**src/rtl/dmem_lsu.sv**
```systemverilog
// dmem_lsu: RV32 load/store initiator for four byte-lane data-memory banks.
// Splits word-crossing accesses into two bank accesses and aligns/extends load data.
module dmem_lsu #(
    parameter int unsigned ADDR_W = 32,
    parameter int unsigned DATA_W = 32
) (
    input  logic              clk,
    input  logic              rst,
    input  logic              req_valid,
    output logic              req_ready,
    input  logic              req_we,
    input  logic [2:0]        req_funct3,
    input  logic [ADDR_W-1:0] req_addr,
    input  logic [DATA_W-1:0] req_wdata,
    output logic              resp_valid,
    output logic [DATA_W-1:0] resp_rdata,
    output logic              resp_err,
    output logic [3:0]        mem_we,
    output logic [ADDR_W-1:0] mem_addr,
    output logic [DATA_W-1:0] mem_wdata,
    input  logic [DATA_W-1:0] mem_rdata
);

    localparam int unsigned SPAN_W = 2 * DATA_W;

    typedef enum logic [1:0] {
        S_IDLE   = 2'd0,
        S_SECOND = 2'd1,
        S_RESP   = 2'd2
    } state_t;

    // Access size in bytes (1/2/4); 0 marks an illegal funct3 for this direction.
    function automatic logic [2:0] access_size(input logic we, input logic [2:0] f3);
        case (f3)
            3'b000:  return 3'd1;
            3'b001:  return 3'd2;
            3'b010:  return 3'd4;
            3'b100:  return we ? 3'd0 : 3'd1;
            3'b101:  return we ? 3'd0 : 3'd2;
            default: return 3'd0;
        endcase
    endfunction

    state_t              state_q, state_d;
    logic                we_q, unsigned_q, err_q, split_q;
    logic [1:0]          off_q;
    logic [2:0]          size_q;
    logic [DATA_W-1:0]   wdata_q, hold_q;
    logic [ADDR_W-1:0]   addr_q;

    logic                in_idle;
    logic [2:0]          req_size;
    logic [1:0]          req_off;
    logic                req_split;
    logic [1:0]          sel_off;
    logic [2:0]          sel_size;
    logic [DATA_W-1:0]   sel_wdata;
    logic [7:0]          size_mask;
    logic [7:0]          lane_mask;
    logic [SPAN_W-1:0]   lane_data;
    logic [SPAN_W-1:0]   rd_span;
    logic [DATA_W-1:0]   rd_low;
    logic [DATA_W-1:0]   load_ext;

    assign in_idle   = (state_q == S_IDLE);
    assign req_size  = access_size(req_we, req_funct3);
    assign req_off   = req_addr[1:0];
    assign req_split = (4'(req_off) + 4'(req_size)) > 4'd4;

    // Lane steering: the live request in IDLE, the captured one afterwards.
    // Bits [3:0] of the mask/data span target the first word, [7:4] the next word.
    assign sel_off   = in_idle ? req_off   : off_q;
    assign sel_size  = in_idle ? req_size  : size_q;
    assign sel_wdata = in_idle ? req_wdata : wdata_q;
    assign size_mask = (sel_size == 3'd4) ? 8'h0F :
                       (sel_size == 3'd2) ? 8'h03 :
                       (sel_size == 3'd1) ? 8'h01 : 8'h00;
    assign lane_mask = size_mask << sel_off;
    assign lane_data = SPAN_W'(sel_wdata) << {sel_off, 3'b000};

    // Load alignment: join held first word with the current bank word, shift down by offset.
    assign rd_span = split_q ? {mem_rdata, hold_q} : {{DATA_W{1'b0}}, mem_rdata};
    assign rd_low  = DATA_W'(rd_span >> {off_q, 3'b000});

    // Sign/zero extension of the aligned load bytes.
    always_comb begin
        load_ext = rd_low;
        case (size_q)
            3'd1:    load_ext = unsigned_q ? {24'h0, rd_low[7:0]}
                                           : {{24{rd_low[7]}}, rd_low[7:0]};
            3'd2:    load_ext = unsigned_q ? {16'h0, rd_low[15:0]}
                                           : {{16{rd_low[15]}}, rd_low[15:0]};
            default: load_ext = rd_low;
        endcase
    end

    // State register.
    always_ff @(posedge clk or posedge rst) begin
        if (rst) state_q <= S_IDLE;
        else     state_q <= state_d;
    end

    // Next state and bank/response outputs.
    always_comb begin
        state_d    = state_q;
        req_ready  = 1'b0;
        mem_we     = 4'h0;
        mem_addr   = addr_q;
        mem_wdata  = '0;
        resp_valid = 1'b0;
        resp_err   = 1'b0;
        resp_rdata = '0;
        case (state_q)
            S_IDLE: begin
                req_ready = 1'b1;
                mem_addr  = {req_addr[ADDR_W-1:2], 2'b00};
                mem_wdata = lane_data[DATA_W-1:0];
                if (req_valid && req_we) mem_we = lane_mask[3:0];
                if (req_valid) state_d = req_split ? S_SECOND : S_RESP;
            end
            S_SECOND: begin
                mem_addr  = addr_q + ADDR_W'(4);
                mem_wdata = lane_data[SPAN_W-1:DATA_W];
                if (we_q) mem_we = lane_mask[7:4];
                state_d = S_RESP;
            end
            S_RESP: begin
                resp_valid = 1'b1;
                resp_err   = err_q;
                if (!we_q && !err_q) resp_rdata = load_ext;
                state_d = S_IDLE;
            end
            default: state_d = S_IDLE;
        endcase
        if (rst) mem_we = 4'h0;
    end

    // Request capture, second-word address step and first-word hold for split loads.
    always_ff @(posedge clk or posedge rst) begin
        if (rst) begin
            we_q       <= 1'b0;
            unsigned_q <= 1'b0;
            err_q      <= 1'b0;
            split_q    <= 1'b0;
            off_q      <= 2'd0;
            size_q     <= 3'd0;
            wdata_q    <= '0;
            hold_q     <= '0;
            addr_q     <= '0;
        end else if (in_idle && req_valid) begin
            we_q       <= req_we;
            unsigned_q <= req_funct3[2];
            err_q      <= (req_size == 3'd0);
            split_q    <= req_split;
            off_q      <= req_off;
            size_q     <= req_size;
            wdata_q    <= req_wdata;
            addr_q     <= {req_addr[ADDR_W-1:2], 2'b00};
        end else if (state_q == S_SECOND) begin
            addr_q <= addr_q + ADDR_W'(4);
            if (!we_q) hold_q <= mem_rdata;
        end
    end

endmodule
```
**config.mk**
```make
export PLATFORM = sky130hd
export DESIGN_NAME = dmem_lsu
export DESIGN_NICKNAME = d
export VERILOG_FILES = /design/src/rtl/dmem_lsu.sv
export SDC_FILE = /design/constraint.sdc
export NUM_CORES = 1
export LEC_CHECK = 0
export ABC_CLOCK_PERIOD_IN_PS = 3200
export CAP_MARGIN = 20
export CORE_MARGIN = 4
export CORE_UTILIZATION = 40
export CTS_BUF_LIST = sky130_fd_sc_hd__clkbuf_4
export CTS_CLUSTER_SIZE = 12
export DETAILED_ROUTE_END_ITERATION = 6
export PLACE_DENSITY = 0.81
export SLEW_MARGIN = 40
export SYNTH_ARGS = -nofsm -noshare
export SYNTH_HDL_FRONTEND = slang
export SYNTH_SLANG_ARGS = --single-unit
```
**constraint.sdc**
```tcl
create_clock -name clk -period 3.2 [get_ports clk]
set_clock_uncertainty 0.1 [all_clocks]
set_input_delay 0.48 -clock clk [delete_from_list [all_inputs] [get_ports clk]]
set_output_delay 0.48 -clock clk [all_outputs]
set_load 0.05 [all_outputs]
```
==> impl_summary.md <==
Floorplan
The core region is approximately 0.019 mm2. The height of the chip is roughly 150 um. For this design the top-level I/O count stands at 206. The initial utilization of the core area, before any placement, comes to 0.4058. The floorplan row count is 51. The horizontal die dimension is 148.3 um.

The die covers around 0.022 mm2.

Cells and area
The share of final-layout standard cells stronger than drive strength 1 is 0.2652. After routing the design area is 0.01158 mm2. Relative to the synthesized area, the layout overhead comes to 47.06%. The final net count is ~1300.

The number of fill cells is approximately 1600. The final core utilization is 0.5968.

Power and ir drop
The total power density per cell area is around 560 mW/mm2. The worst-case IR drop observed on VDD is 336.8 uV. The overall power of the completed layout is 6465 uW. For this design the static power due to leakage is slightly below 0.005 uW.

Critical path
The worst endpoint data arrival time is 2630 ps. For the worst setup path, the data required time is 2620 ps. On the critical path, the stage with the largest delay is an instance of sky130_fd_sc_hd__or4_4.

STA classifies the critical path endpoint as an output pin. STA classifies the critical path startpoint as a flop. Walking the worst path, the cells encountered are nand4_1, buf_4, or4_4, o311ai_4, o41ai_2, a221o_1, buf_6. The largest stage delay on the critical path is approximately 590 ps. The setup path with the least slack is of type reg2out.

In this run the worst path has a maximum fanout of 5.

Outcome
The run finished, with violations left. The checks that failed: negative setup slack.

Synthesis
Synthesis inferred 97 register bits. The share of async-settable or async-resettable flops after synthesis is 1.000. Of the synthesized area, sequential elements account for 0.3083. The number of enable-type register cells in the synthesized netlist is 0.

During synthesis, Yosys emitted a total of 0 warnings. In this run, distinct cell masters in the synthesized netlist total 62. The prevailing post-synth register cell is sky130_fd_sc_hd__dfrtp_1.

The per-instance average area after synthesis is slightly above 8 um2. The post-synthesis instance area is a little under 0.008 mm2. Synthesis handed over a netlist of between 900 and 1000 instances.

Clocking
The deepest level of the CTS H-tree is 3. Hold repair after CTS inserted 0 buffers. TritonCTS built the clock tree. The clock transition time at the flip-flop clock pins of the worst setup and hold paths is ~180 ps.

The clock reaches the later pin of the worst-skew pair after roughly 470 ps. The clock drives 97 sinks. The maximum count of clock buffers along a single path is 2.

The number of buffers inserted during clock tree synthesis is 9. In this run the clock root is driven by a sky130_fd_sc_hd__clkbuf_4.

Detailed routing
The detail route stage leaves a number of antenna-violating nets equal to 0. The number of DRC violations after detailed-routing iteration 0 is around 820. The via count normalized by instance count is between 6 and 7. Detailed routing inserted a total of just under 9000 vias.

Summed over all layers, the routed wires come to 27.47 mm. In the final routed layout, each cell accounts on average for 18.93 um. Before antenna repair, the detailed router went through 6 iterations. The number of remaining DRC errors is 0.

Timing
Based on the critical path, the design can be clocked at up to 311.9 MHz. Of the available clock period, the critical path in the final layout requires 1.002. The count of pins over their slew limit is 0. Setup repair after global routing could not meet its margin everywhere. The worst pin sits at a relative slew slack of 0.5645. In the final timing run, aggregate negative setup slack is -6.302 ps. For the pin with the worst max-slew slack, the measured transition is between 600 and 700 ps.

The number of hold violations in the final report is 0. The worst setup margin is -6.302 ps. The count of endpoints failing setup in the final report is 1.

Subtracting the final worst setup slack from the clock period gives approximately 3200 ps.

Hold path
In this run the worst hold path is classified as reg2reg.

Placement
The placed instance area is 0.01087 mm2. At the end of routability-driven placement, the weighted congestion stood at 0.9479. During placement, the flow inserted port buffers numbering a little over 200. The post-detailed-placement half-perimeter wirelength is roughly 19 mm.

Global route
For met1 alone, demand over resource in global routing was 0.3167. The number of global-route vias before repair is 8439. The global route total overflow is 0. The initial antenna violation count is 2. The global routing's busiest layer is met2.

The total global-route track usage is 0.2407. For this run, global-route usage on met3 was measured as 0.05271. The first global-routing pass estimated approximately 44 mm of wire. The met2 routing resource usage after global routing is 0.3955. The maximum number of pins on one net before global-route repair is 91.

Flow run
Across the run, the number of max-cap violations was 0.
cell usage after synthesis, types with 4 or more instances:
cell type | instances | area, um2
sky130_fd_sc_hd__or2_2 | 4 | 25.02
sky130_fd_sc_hd__or3_1 | 8 | 50.05
sky130_fd_sc_hd__a22oi_1 | 15 | 112.6
sky130_fd_sc_hd__nand3_1 | 22 | 110.1
sky130_fd_sc_hd__a31oi_1 | 8 | 50.05
sky130_fd_sc_hd__buf_2 | 9 | 45.04
sky130_fd_sc_hd__buf_1 | 18 | 67.56
sky130_fd_sc_hd__a221o_1 | 26 | 260.3
sky130_fd_sc_hd__mux2_2 | 47 | 529.3
sky130_fd_sc_hd__nor2_1 | 86 | 322.8
sky130_fd_sc_hd__nor3_1 | 11 | 55.05
sky130_fd_sc_hd__or4_1 | 4 | 30.03
sky130_fd_sc_hd__o21ai_0 | 63 | 315.3
sky130_fd_sc_hd__a311o_1 | 4 | 40.04
sky130_fd_sc_hd__a22o_1 | 6 | 52.55
sky130_fd_sc_hd__nand3b_1 | 6 | 45.04
sky130_fd_sc_hd__o22ai_1 | 16 | 100.1
sky130_fd_sc_hd__dfrtp_1 | 97 | 2427
sky130_fd_sc_hd__inv_1 | 11 | 41.29
sky130_fd_sc_hd__nor4b_1 | 6 | 52.55
sky130_fd_sc_hd__nand4_1 | 11 | 68.82
sky130_fd_sc_hd__and3_1 | 6 | 37.54
sky130_fd_sc_hd__mux2i_1 | 85 | 850.8
sky130_fd_sc_hd__clkbuf_1 | 58 | 217.7
sky130_fd_sc_hd__o22a_1 | 19 | 166.4
sky130_fd_sc_hd__nor2b_1 | 18 | 112.6
sky130_fd_sc_hd__nand2b_1 | 6 | 37.54
sky130_fd_sc_hd__a21oi_1 | 50 | 250.2
sky130_fd_sc_hd__a211oi_1 | 40 | 300.3
sky130_fd_sc_hd__nand2_1 | 150 | 563.0
sky130_fd_sc_hd__o211ai_1 | 10 | 75.07
worst max-delay path, delay by kind of cell (launching register included):
family	cells	cell delay [ps]
AO/OA/AOI/OAI	3	670
flip-flops	1	400
AND/OR/NAND/NOR	2	730
buffers and inverters	2	340
layer usage:
layer	wire length, um	part of all wire
met5	0	0
met4	728	0.027
met3	2583	0.094
met2	13110	0.48
met1	11040	0.40
final timing paths:
check	slack [ps]	startpoint	cells past startpoint	endpoint
min	400	wdata_q[13]$_DFFE_PP0P_	2	wdata_q[13]$_DFFE_PP0P_
min in group asynchronous	550	rst	2	addr_q[16]$_DFFE_PP0P_
max in group asynchronous	1710	rst	3	addr_q[5]$_DFFE_PP0P_
min reg2reg	400	wdata_q[13]$_DFFE_PP0P_	2	wdata_q[13]$_DFFE_PP0P_
max	-6	addr_q[4]$_DFFE_PP0P_	7	mem_addr[22]
max reg2reg	170	addr_q[4]$_DFFE_PP0P_	13	addr_q[22]$_DFFE_PP0P_
timing repair:
action | CTS | global route
pin swaps | 5 | 8
cloned | 1 | 0
setup buffers | 29 | 5
setup endpoints to repair | 53 | 66
gates resized for setup | 31 | 46
endpoints found under the hold margin | 0 | 0
cell usage in the layout, fill, tap and decap left out, types with 4 or more instances in the layout:
| master | count |
|---|---|
| sky130_fd_sc_hd__buf_6 | 8 |
| sky130_fd_sc_hd__mux2i_1 | 83 |
| sky130_fd_sc_hd__a21oi_1 | 48 |
| sky130_fd_sc_hd__o22ai_1 | 14 |
| sky130_fd_sc_hd__a22o_1 | 6 |
| sky130_fd_sc_hd__inv_1 | 8 |
| sky130_fd_sc_hd__clkinvlp_4 | 4 |
| sky130_fd_sc_hd__buf_12 | 63 |
| sky130_fd_sc_hd__clkbuf_4 | 9 |
| sky130_fd_sc_hd__nor2_1 | 83 |
| sky130_fd_sc_hd__nand3b_1 | 6 |
| sky130_fd_sc_hd__o21ai_0 | 56 |
| sky130_fd_sc_hd__nand2_2 | 4 |
| sky130_fd_sc_hd__nand3_1 | 20 |
| sky130_fd_sc_hd__a211oi_1 | 32 |
| sky130_fd_sc_hd__dfrtp_1 | 86 |
| sky130_fd_sc_hd__clkdlybuf4s50_1 | 106 |
| sky130_fd_sc_hd__mux2_2 | 47 |
| sky130_fd_sc_hd__and3_1 | 6 |
| sky130_fd_sc_hd__nor2b_1 | 17 |
| sky130_fd_sc_hd__a221o_1 | 26 |
| sky130_fd_sc_hd__a31oi_1 | 8 |
| sky130_fd_sc_hd__nand2_1 | 145 |
| sky130_fd_sc_hd__buf_4 | 102 |
| sky130_fd_sc_hd__o22a_1 | 19 |
| sky130_fd_sc_hd__nor3_2 | 7 |
| sky130_fd_sc_hd__a311o_1 | 4 |
| sky130_fd_sc_hd__or3_1 | 7 |
| sky130_fd_sc_hd__o211ai_1 | 10 |
| sky130_fd_sc_hd__dfrtp_2 | 9 |
| sky130_fd_sc_hd__a22oi_1 | 15 |
| sky130_fd_sc_hd__o21ai_1 | 5 |
| sky130_fd_sc_hd__nand4_1 | 11 |
| sky130_fd_sc_hd__nor4b_1 | 6 |
| sky130_fd_sc_hd__nand2b_1 | 5 |
| sky130_fd_sc_hd__a211oi_2 | 8 |
| sky130_fd_sc_hd__nor3_1 | 4 |
report_power, final:
group / switching, uW / leakage (uW) / internal, uW
Clock: 444 / 0.0000637 / 236
Combinational: 2170 / 0.00365 / 1690
Sequential: 327 / 0.00115 / 1600
state kept, by name, summed over array words and instances, names as in the netlist:
signal      cells
wdata_q        24
size_q          3
err_q           1
addr_q         30
off_q           2
unsigned_q      1
we_q            1
state_q         2
split_q         1
hold_q         32
through the flow:
step,instances,setup slack [ps],hold slack [ps]
after floorplan,971,-350.2,340.0
after global placement,1400,8.144,355.3
after detailed placement,1400,-46.53,362.8
after CTS,1446,-51.02,398.9
after global routing,1451,-123.5,435.7
final,1451,-6.302,395.3
area by class of cell:
| class | instances | area (um2) | area share |
|---|---|---|---|
| timing repair inverter | 1 | 5.005 | 0.0004323 |
| inverter | 11 | 47.55 | 0.004107 |
| antenna | 2 | 5.005 | 0.0004323 |
| timing repair buffer | 283 | 3248 | 0.2806 |
| clock inverter | 7 | 68.82 | 0.005944 |
| tap | 265 | 331.6 | 0.02864 |
| multi-input combinational | 776 | 5358 | 0.4628 |
| sequential | 97 | 2446 | 0.2113 |
| clock buffer | 9 | 67.56 | 0.005836 |
kinds of logic after synthesis:
family	Yosys count	synth area share
buffers and inverters	98	0.04911
adder cells (fa/ha/maj)	4	0.007311
multiplexers	132	0.1753
AND/OR/NAND/NOR	356	0.2122
flip-flops	97	0.3083
other	1	0.0004763
XOR/XNOR	2	0.002225
AO/OA/AOI/OAI	280	0.2451
No activity file was read; power rests on OpenSTA's default activity.
